### config.mk
export PLATFORM = sky130hd
export DESIGN_NAME = wb_commit
export DESIGN_NICKNAME = d
export VERILOG_FILES = /design/src/rtl/wb_commit.sv
export SDC_FILE = /design/constraint.sdc
export NUM_CORES = 1
export LEC_CHECK = 0
export BUFFER_PORTS_ARGS = -buffer_cell sky130_fd_sc_hd__buf_2
export CAP_MARGIN = 20
export CORE_MARGIN = 5
export CORE_UTILIZATION = 42
export CTS_BUF_LIST = sky130_fd_sc_hd__clkbuf_8 sky130_fd_sc_hd__clkbuf_16
export CTS_CLUSTER_DIAMETER = 80
export DETAILED_ROUTE_END_ITERATION = 7
export PLACE_DENSITY_LB_ADDON = 0.05
export SLEW_MARGIN = 20
export SYNTH_ARGS = -nofsm -noshare
export SYNTH_HDL_FRONTEND = slang
export SYNTH_SLANG_ARGS = --single-unit
### constraint.sdc
create_clock -name clk -period 2.15 [get_ports clk]
set_input_delay 0.43 -clock clk [delete_from_list [all_inputs] [get_ports clk]]
set_output_delay 0.43 -clock clk [all_outputs]
set_load 0.05 [all_outputs]
### src/rtl/wb_commit.sv
// Writeback commit: regfile write port, HI/LO and LLbit bypass, link FSM.
// Optional retire counter enabled by defining WB_RETIRE_CNT_EN.
module wb_commit #(
    parameter int RETIRE_W = 32
) (
    input  logic                clk,
    input  logic                rst,
    input  logic [4:0]          wb_wd,
    input  logic                wb_wreg,
    input  logic [31:0]         wb_wdata,
    input  logic [31:0]         wb_hi,
    input  logic [31:0]         wb_lo,
    input  logic                wb_whilo,
    input  logic                wb_LLbit_we,
    input  logic                wb_LLbit_value,
    input  logic                flush,
    output logic                rf_we,
    output logic [4:0]          rf_waddr,
    output logic [31:0]         rf_wdata,
    output logic [31:0]         hi_o,
    output logic [31:0]         lo_o,
    output logic                LLbit_o,
    output logic                link_state_o,
    output logic [RETIRE_W-1:0] retire_cnt_o
);

    typedef enum logic {
        LINK_IDLE = 1'b0,
        LINK_SET  = 1'b1
    } link_t;

    link_t       state;
    link_t       state_nxt;
    logic [31:0] hi_q;
    logic [31:0] lo_q;

    // r0 is hardwired to zero, so writes to it are dropped here
    assign rf_we    = wb_wreg & (wb_wd != 5'd0);
    assign rf_waddr = wb_wd;
    assign rf_wdata = wb_wdata;

    always_ff @(posedge clk or negedge rst) begin
        if (!rst) begin
            hi_q <= 32'h0;
            lo_q <= 32'h0;
        end else if (wb_whilo) begin
            hi_q <= wb_hi;
            lo_q <= wb_lo;
        end
    end

    assign hi_o = wb_whilo ? wb_hi : hi_q;
    assign lo_o = wb_whilo ? wb_lo : lo_q;

    always_ff @(posedge clk or negedge rst) begin
        if (!rst) state <= LINK_IDLE;
        else      state <= state_nxt;
    end

    always_comb begin
        state_nxt = state;
        LLbit_o   = (state == LINK_SET);
        unique case (state)
            LINK_IDLE: begin
                if (wb_LLbit_we & wb_LLbit_value & ~flush)
                    state_nxt = LINK_SET;
            end
            LINK_SET: begin
                if (flush | (wb_LLbit_we & ~wb_LLbit_value))
                    state_nxt = LINK_IDLE;
            end
            default: state_nxt = LINK_IDLE;
        endcase
        // flush kills an in-flight SC even if an LL writes this cycle
        if (flush)            LLbit_o = 1'b0;
        else if (wb_LLbit_we) LLbit_o = wb_LLbit_value;
    end

    assign link_state_o = (state == LINK_SET);

`ifdef WB_RETIRE_CNT_EN
    logic [RETIRE_W-1:0] cnt_q;

    always_ff @(posedge clk or negedge rst) begin
        if (!rst)
            cnt_q <= '0;
        else if (rf_we | wb_whilo)
            cnt_q <= cnt_q + RETIRE_W'(1);
    end

    assign retire_cnt_o = cnt_q;
`else
    assign retire_cnt_o = '0;
`endif

endmodule
==> results of run 1 <==
==> area by class of cell <==
class                           instances  area, um2
Tap cell                               96        120
Sequential cell                        65       1630
Clock inverter                          5       25.0
Multi-Input combinational cell        101        873
Clock buffer                           10        138
Fill cell                             660       3250
Timing Repair Buffer                  150        796
==> cells by family (layout without fill, tap and decap cells) <==
kind of cell	count (synthesis)	after routing	synth area share (%)
and+or+nand+nor	3	3	0.505
muxes	65	65	24.5
AOI/OAI and AO/OA	1	1	0.252
other	1	32	0.126
DFF	65	65	54.6
buffers and inverters	76	165	19.9
==> registers in the layout (all words and copies together) (netlist names) <==
register,cells
hi_q,32
lo_q,32
link_state_o,1
==> layer usage <==
layer  track usage, %  wire [um]  up-vias
met5                0          0        -
met4             7.34        126        0
met3             7.05        939       17
met2             21.2       2880      117
met1             15.2       2170      870
li1                 -          -      837
==> placed cells by master, fill, tap and decap left out, drive strengths merged <==
cell type  instances
nor2               2
inv                2
buf              150
or4                1
clkinv             2
mux2i              1
dfrtp             65
clkbuf            10
clkinvlp           1
conb              32
o21a               1
mux2              64
==> worst max path at each step <==
stage	from	to	slack, ns	cells after the start
floorplan	link_state_o	LLbit_o	0.29	2
global placement	wb_wd[0]	rf_we	0.30	4
detailed placement	wb_wd[0]	rf_we	0.31	4
CTS	wb_wd[0]	rf_we	0.30	4
global route	wb_wd[0]	rf_we	0.27	4
finish	wb_wd[0]	rf_we	0.31	4
==> worst max-delay path: stages <==
cell and delay, ns:
sky130_fd_sc_hd__buf_2 0.10, sky130_fd_sc_hd__or4_1 0.51, sky130_fd_sc_hd__o21a_1 0.17, sky130_fd_sc_hd__buf_2 0.20
==> power breakdown <==
part	internal (W)	total (W)	switching [W]
clock	0.000431	0.000861	0.000430
sequential	0.00134	0.00137	0.0000272
combinational	0.000255	0.00102	0.000765
total	0.00203	0.00325	0.00122
==> per-stage QoR <==
| step | hold WS (ns) | utilization, % |
|---|---|---|
| after floorplan | 0.134 | - |
| after global placement | 0.477 | 50.0 |
| after detailed placement | 0.475 | 50.0 |
| after CTS | 0.106 | 52.4 |
| after global routing | 0.125 | 52.4 |
| final | 0.108 | 52.4 |
==> metrics.yaml, run 1 <==
outcome:
  outcome: "complete, no violations"
grt:
  vias_in_the_first_global_route: 1898
  maximum_number_of_pins_on_one_net_before_global_route_repair: 66
  antenna_found_initial: 0
  grt_first_pass_wirelength_mm: 9.27
  globalRouteOverflowTotal: 0
  groute.usage.overall_pct: 13.7
min_path:
  hold_crit_class: "in -> async"
logic_synthesis:
  yosysSeqAreaShare_pct: 54.6
  ys_types: 9
  synth_seq_cells: 65
  synth_edf_count: 0
  syn_avg_cell_area_um2: 14.1
  flip_flop_cell_with_the_highest_count_after_synthesis: "sky130_fd_sc_hd__dfrtp_1"
  post_synthesis_instance_total: 211
  yosysTopAreaCellShare_pct: 54.6
  synth_top_area_cell: "sky130_fd_sc_hd__dfrtp_1"
  mappedNetlistArea_mm2: 0.00298
  postSynth.asyncResetShare_pct: 100
  synth-warning-count: 0
  netlist_top_cells_count: "70 x sky130_fd_sc_hd__buf_4, 65 x sky130_fd_sc_hd__dfrtp_1, 64 x sky130_fd_sc_hd__mux2_2"
  ys_top_cells_by_area: "sky130_fd_sc_hd__dfrtp_1 55%, sky130_fd_sc_hd__mux2_2 24%, sky130_fd_sc_hd__buf_4 18%, sky130_fd_sc_hd__buf_6 2.3%, sky130_fd_sc_hd__mux2i_1 0.34%"
  yosysMostFrequentCell: "sky130_fd_sc_hd__buf_4"
sta:
  timing_max_transition_violations_final: 0
  setup_slack_ns: 0.307
  grt_setup_unrepaired: "no"
  final_cycle_utilization_of_the_critical_path_pct: 85.7
  layout_min_cycle_time_ns: 1.84
  clock_skews_ns: 0
  timing.final.setup_violations: 0
  fmax_mhz: 543
  timing_hold_violations_final: 0
  timing.setup.tns_ns: 0
placed_design:
  portBuffers: 147
  place.gp.congestion: 0.676
  hpwlAfterDp_mm: 4.65
  numPlacedInstances: 412
  post_dp_cell_area_mm2: 0.00342
  post-place-ws_ns: 0.305
clock_network:
  htree_levels: 3
  clock-root-buffer: "sky130_fd_sc_hd__clkbuf_8"
  post-cts-setup-buffers: 0
  cts_hold_buf: 0
  clock_tree_from_tritoncts: "done"
  clock_tree.buffer_depth: 2
  clock_sink_count: 65
  cts.repair.resized: 0
  clk-insertion-delay-late_ns: 0.32
  cts-buffers-inserted: 9
  worst_setup_hold_path_clk_slew_ns: 0.07
floorplanning:
  number_of_cell_rows: 30
  die-area_mm2: 0.00887
  io-pin-count: 244
  fp.dieH_um: 94.2
  initial_utilization_pct: 43.6
  fp.dieW_um: 94.2
  core_region_area_mm2: 0.00683
final_layout:
  drive_above_1_share_pct: 68.6
  syn2layout_area_growth_pct: 20.2
  postLayoutCellArea_mm2: 0.00358
  finalNetCount: 435
  diodes: 0
  layout.cells.non_filler: 427
job:
  maxCapViolations: 0
route:
  drcViolationCount: 0
  num_vias: 1841
  drt-total-wl_mm: 6.12
  post_drt_via_cell_ratio: 4.31
  first_iter_violations: 58
  drt-pass1-iter-count: 4
  drt.antenna.violating_nets: 0
  wire_per_inst_um: 14.3
worst_setup_path:
  timing.rr.start: "lo_q[28]"
  worst_ep_arrival_time_ns: 1.41
  critical_path.endpoint_type: "output pin"
  reg2reg_slack_ns: 1.39
  critical_path.max_fanout: 2
  required_time_at_the_worst_slack_endpoint_ns: 1.72
  regToRegEndpoint: "lo_q[28]"
  startpoint_kind_of_the_worst_setup_timing_path: "input port"
  rr_worst_depth: 1
  setup.worst_path.class: "in -> out"
pwr:
  cellLeakagePower_nw: 1.83
  worst_vdd_ir_mv: 0.419
  post-layout-total-power_w: 0.00325
  power_density_mw_per_mm2: 909
Note: power is estimated with default switching activity, not from simulation.
==> run 2, diff against run 1 <==
- PLACE_DENSITY: default -> 0.95
- PLACE_DENSITY_LB_ADDON: 0.05 -> default
==> metrics.yaml, run 2 (same netlist as run 1, synthesis figures left out) <==
outcome:
  outcome: "complete, no violations"
route:
  drt.antenna.violating_nets: 0  # unchanged
  drt-pass1-iter-count: 3  # -1
  first_iter_violations: 28  # -52%
  post_drt_via_cell_ratio: 4.32  # +0.18%
  wire_per_inst_um: 15.7  # +9.6%
  drt-total-wl_mm: 6.73  # +10%
  drcViolationCount: 0  # unchanged
  num_vias: 1853  # +0.65%
floorplanning:
  fp.dieW_um: 94.2  # unchanged
  fp.dieH_um: 94.2  # unchanged
  core_region_area_mm2: 0.00683  # unchanged
  io-pin-count: 244  # unchanged
  initial_utilization_pct: 43.6  # unchanged
  number_of_cell_rows: 30  # unchanged
  die-area_mm2: 0.00887  # unchanged
placed_design:
  portBuffers: 147  # unchanged
  place.gp.congestion: 0.722  # +6.8%
  numPlacedInstances: 413  # +0.24%
  hpwlAfterDp_mm: 5.52  # +19%
sta:
  timing_max_transition_violations_final: 0  # unchanged
  fmax_mhz: 538  # -0.79%
  final_cycle_utilization_of_the_critical_path_pct: 86.4  # +0.69 points
  grt_setup_unrepaired: "no"
  timing_hold_violations_final: 0  # unchanged
  layout_min_cycle_time_ns: 1.86  # +0.0147 ns
  holdWs_ns: 0.0443  # -0.0632 ns
  clock_skews_ns: 0  # unchanged
  timing.setup.tns_ns: 0  # unchanged
  timing.final.setup_violations: 0  # unchanged
clock_network:
  clock_tree_from_tritoncts: "done"
  htree_levels: 3  # unchanged
  clock_tree.buffer_depth: 2  # unchanged
  cts.repair.resized: 0  # unchanged
  cts_hold_buf: 0  # unchanged
  cts-buffers-inserted: 9  # unchanged
  worst_setup_hold_path_clk_slew_ns: 0.08  # about the same
  post-cts-setup-buffers: 0  # unchanged
  clock_sink_count: 65  # unchanged
  clock-root-buffer: "sky130_fd_sc_hd__clkbuf_8"
  clk-insertion-delay-late_ns: 0.33  # about the same
worst_setup_path:
  required_time_at_the_worst_slack_endpoint_ns: 1.72  # about the same
  critical_path.endpoint_type: "output pin"
  reg2reg_slack_ns: 1.38  # about the same
  rr_worst_depth: 1  # unchanged
  startpoint_kind_of_the_worst_setup_timing_path: "input port"
  setup.worst_path.class: "in -> out"
  regToRegEndpoint: "hi_q[16]"
  critical_path.max_fanout: 2  # unchanged
  timing.rr.start: "hi_q[16]"
  worst_ep_arrival_time_ns: 1.43  # +0.02 ns
grt:
  groute.usage.overall_pct: 15.2  # +1.5 points
  vias_in_the_first_global_route: 2106  # +11%
  maximum_number_of_pins_on_one_net_before_global_route_repair: 35  # -47%
  globalRouteOverflowTotal: 0  # unchanged
  grt_first_pass_wirelength_mm: 10.3  # +11%
  antenna_found_initial: 0  # unchanged
job:
  maxCapViolations: 0  # unchanged
final_layout:
  syn2layout_area_growth_pct: 21.1
  drive_above_1_share_pct: 69.4  # +0.79 points
  finalNetCount: 436  # +0.23%
  mostFrequentLayoutCells: "147 x sky130_fd_sc_hd__buf_2, 65 x sky130_fd_sc_hd__dfrtp_1, 64 x sky130_fd_sc_hd__mux2_2, 32 x sky130_fd_sc_hd__conb_1, 9 x sky130_fd_sc_hd__clkbuf_8"
  final_core_utilization_pct: 52.8  # +0.40 points
  diodes: 0  # unchanged
  layout.cells.non_filler: 429  # +0.47%
  layout.cells.most_common: "sky130_fd_sc_hd__buf_2"
min_path:
  hold_crit_class: "in -> async"
pwr:
  worst_vdd_ir_mv: 0.513  # +22%
  power_density_mw_per_mm2: 945  # +4.0%
  cellLeakagePower_nw: 1.83  # about the same
## run 2: cell types whose count changed in the layout (fill, tap and decap cells not counted), sizes merged
cell / change
buf: +1
clkinvlp: +2
inv: -2
clkbuf: -1
clkinv: +1
bufinv: +1
## run 2: metrics by stage
| step | area, um2 | power, W | setup WS, ns |
|---|---|---|---|
| 2_1_floorplan | 3090 | 0.00240 | 0.286 |
| 3_3_place_gp | 3410 | 0.00240 | 0.295 |
| 3_5_place_dp | 3410 | 0.00243 | 0.289 |
| 4_1_cts | 3610 | 0.00346 | 0.284 |
| 5_1_grt | 3610 | 0.00357 | 0.277 |
| 6_report | 3610 | 0.00341 | 0.292 |
## run 2: worst max-delay path by stage
stage	start	end	slack, ns	cells after the start
after floorplan	link_state_o	LLbit_o	0.29	2
after global placement	wb_wd[0]	rf_we	0.30	4
after detailed placement	wb_wd[0]	rf_we	0.29	4
after CTS	wb_wd[0]	rf_we	0.28	4
after global routing	wb_wd[0]	rf_we	0.28	4
final	wb_wd[0]	rf_we	0.29	4
## run 2: where the power goes
group	switching, W	total, W	internal, W	leakage (nW)
Combinational	0.000772	0.00103	0.000254	0.979
Clock	0.000477	0.00101	0.000532	0.0912
Sequential	0.0000315	0.00137	0.00134	0.762
Total	0.00128	0.00341	0.00213	1.83
## run 2: cell type report
type	instances	area, um2
clock buffer	9	124
clock inverter	7	71.3
fill	608	3230
multi-input combinational	101	873
sequential	65	1630
tap	96	120
timing repair buffer	151	791
## run 2: critical path, stage by stage
cell and delay, ns:
sky130_fd_sc_hd__buf_2 0.10, sky130_fd_sc_hd__or4_1 0.52, sky130_fd_sc_hd__o21a_1 0.17, sky130_fd_sc_hd__buf_2 0.21
## run 2: layer usage
| layer | vias to the layer above | routed length [um] | GRT usage, % |
|---|---|---|---|
| li1 | 837 | - | - |
| met1 | 857 | 2230 | 14.6 |
| met2 | 140 | 3490 | 27.7 |
| met3 | 19 | 847 | 6.41 |
| met4 | 0 | 166 | 7.46 |
| met5 | - | 0 | 0 |
==> run 3, diff against run 2 <==
- CORE_AREA: default -> 2 2 95 97
- CORE_MARGIN: 5 -> default
- CORE_UTILIZATION: 42 -> default
- DIE_AREA: default -> 0 0 97 99
- PLACE_DENSITY: 0.95 -> 0.83
- REMOVE_ABC_BUFFERS: default -> 1
==> metrics.yaml, run 3 (same netlist as run 1, synthesis figures left out) <==
worst_setup_path:
  setup.worst_path.class: "in -> out"
  crit_chain: "buf_2 > buf_12 > mux2_2 > buf_2"
  worst_ep_arrival_time_ns: 1.48  # +0.05 ns
  worst_path_dominant_cell_family: "buffers and inverters"
  critPathMaxStageDelay_ns: 0.37  # -0.15 ns
  critical_path.max_fanout: 36  # +34
  cp_num_buf_inv: 3  # +1
  crit_top_cell: "sky130_fd_sc_hd__buf_2"
  setup.worst_path.start: "wb_whilo"
  startpoint_kind_of_the_worst_setup_timing_path: "input port"
  critical_path.endpoint_type: "output pin"
  required_time_at_the_worst_slack_endpoint_ns: 1.72  # about the same
  crit_slowest_cell: "sky130_fd_sc_hd__mux2_2"
  timing.rr.start: "lo_q[2]"
grt:
  grt_first_pass_wirelength_mm: 9.94  # -3.4%
  met2_usage_pct: 19.1  # -8.6 points
  busiest_metal_layer_after_global_routing: "met2"
  groute.layer.met1.usage_pct: 14.6  # about the same
  grtUsageMet3_pct: 10.6  # +4.2 points
  globalRouteOverflowTotal: 0  # unchanged
  maximum_number_of_pins_on_one_net_before_global_route_repair: 47  # +34%
  vias_in_the_first_global_route: 1998  # -5.1%
  antenna_found_initial: 0  # unchanged
  groute.usage.overall_pct: 13.6  # -1.7 points
floorplanning:
  io-pin-count: 244  # unchanged
  fp.dieW_um: 97  # +3.0%
  core_region_area_mm2: 0.00855  # +25%
  number_of_cell_rows: 34  # +13%
  initial_utilization_pct: 34.8  # -8.8 points
  die-area_mm2: 0.00960  # +8.3%
  fp.dieH_um: 99  # +5.1%
route:
  drcViolationCount: 0  # unchanged
  drt-pass1-iter-count: 3  # unchanged
  drt.antenna.violating_nets: 0  # unchanged
  wire_per_inst_um: 14.6  # -7.3%
  first_iter_violations: 38  # +36%
  drt-total-wl_mm: 6.41  # -4.9%
  post_drt_via_cell_ratio: 4.36  # +0.92%
  num_vias: 1918  # +3.5%
clock_network:
  clock_sink_count: 65  # unchanged
  clock_tree.buffer_depth: 2  # unchanged
  clk-insertion-delay-late_ns: 0.32  # about the same
  cts.repair.resized: 0  # unchanged
  post-cts-setup-buffers: 0  # unchanged
  cts_hold_buf: 0  # unchanged
  clock_tree_from_tritoncts: "done"
  clock-root-buffer: "sky130_fd_sc_hd__clkbuf_8"
  worst_setup_hold_path_clk_slew_ns: 0.07  # about the same
  cts-buffers-inserted: 9  # unchanged
  htree_levels: 3  # unchanged
placed_design:
  hpwlAfterDp_mm: 5.13  # -7.0%
  portBuffers: 147  # unchanged
  place.gp.congestion: 0.698  # -3.3%
  post-place-ws_ns: 0.232  # -0.0571 ns
pwr:
  post-layout-total-power_w: 0.00343  # +0.77%
  worst_vdd_ir_mv: 0.401  # -22%
  switching_share_pct: 35.4  # -2.1 points
  pwr-share-comb_pct: 29.7  # -0.4 points
  cell_internal_pwr_w: 0.00222  # +4.2%
  cellLeakagePower_nw: 1.86  # +1.3%
  clock_power_share_pct: 30.4  # +0.8 points
  power.sequential.fraction_pct: 39.9  # -0.4 points
  power_density_mw_per_mm2: 944  # -0.13%
  switching_power_w: 0.00122  # -5.0%
sta:
  clock_skews_ns: 0  # unchanged
  setup_slack_ns: 0.243  # -0.0496 ns
  final_cycle_utilization_of_the_critical_path_pct: 88.7  # +2.3 points
  fmax_mhz: 524  # -2.6%
  grt_setup_unrepaired: "no"
  timing.setup.tns_ns: 0  # unchanged
  timing.final.setup_violations: 0  # unchanged
  timing_max_transition_violations_final: 0  # unchanged
  timing_hold_violations_final: 0  # unchanged
  layout_min_cycle_time_ns: 1.91  # +0.0496 ns
final_layout:
  drive_above_1_share_pct: 68.7  # -0.69 points
  finalNetCount: 435  # -0.23%
  mostFrequentLayoutCells: "147 x sky130_fd_sc_hd__buf_2, 65 x sky130_fd_sc_hd__dfrtp_1, 64 x sky130_fd_sc_hd__mux2_2, 32 x sky130_fd_sc_hd__conb_1, 12 x sky130_fd_sc_hd__clkbuf_8"
  nFillCells: 819  # +35%
  seqCellArea_mm2: 0.00163  # unchanged
  layout.cells.most_common: "sky130_fd_sc_hd__buf_2"
  syn2layout_area_growth_pct: 22.2
  diodes: 0  # unchanged
  multi_input_comb_area_um2: 873  # unchanged
job:
  maxCapViolations: 0  # unchanged
outcome:
  outcome: "complete, no violations"
min_path:
  hold_crit_class: "in -> async"
## run 3: cell count changes in the layout (fill, tap and decap cells not counted), sizes merged
cell,delta
clkinvlp,-3
clkinv,-2
buf,-1
inv,+2
clkbuf,+3
## run 3: worst paths after layout
check / endpoint / slack (ns) / cells after the start
max in group asynchronous: hi_q[1] / 1.50 / 2
min: hi_q[0] / 0.05 / 1
max: lo_o[19] / 0.24 / 4
min reg2reg: hi_q[20] / 0.49 / 1
max reg2reg: lo_q[2] / 1.39 / 1
min in group clk: link_state_o / 0.28 / 2
## run 3: final cells by class
class / count / area share (%)
clock buffer: 12 / 4.54
clock inverter: 4 / 1.17
multi-input combinational: 101 / 24.0
tap: 108 / 3.71
sequential: 65 / 44.7
timing repair buffer: 150 / 21.9
## run 3: power groups by stage
stage / sequential [W] / clock, W / combinational, W
finish: 0.00137 / 0.00104 / 0.00102
global route: 0.00138 / 0.00115 / 0.00107
CTS: 0.00137 / 0.00110 / 0.00103
detailed placement: 0.00140 / 0 / 0.00103
global placement: 0.00139 / 0 / 0.00102
floorplan: 0.00139 / 0 / 0.000750
## run 3: metal layers
| layer | up-vias | share of wire (%) |
|---|---|---|
| met5 | - | 1.1 |
| met4 | 2 | 1.9 |
| met3 | 16 | 18 |
| met2 | 168 | 42 |
| met1 | 902 | 36 |
| li1 | 830 | - |
## run 3: metrics by stage
step / instances / utilization (%) / cell area (um2) / hold slack [ns]
finish: 440 / 42.6 / 3640 / 0.0465
global route: 440 / 42.6 / 3640 / 0.0614
CTS: 440 / 42.6 / 3640 / 0.0394
detailed placement: 424 / 40.1 / 3430 / 0.407
global placement: 424 / 40.1 / 3430 / 0.400
floorplan: 166 / - / 2500 / 0.134
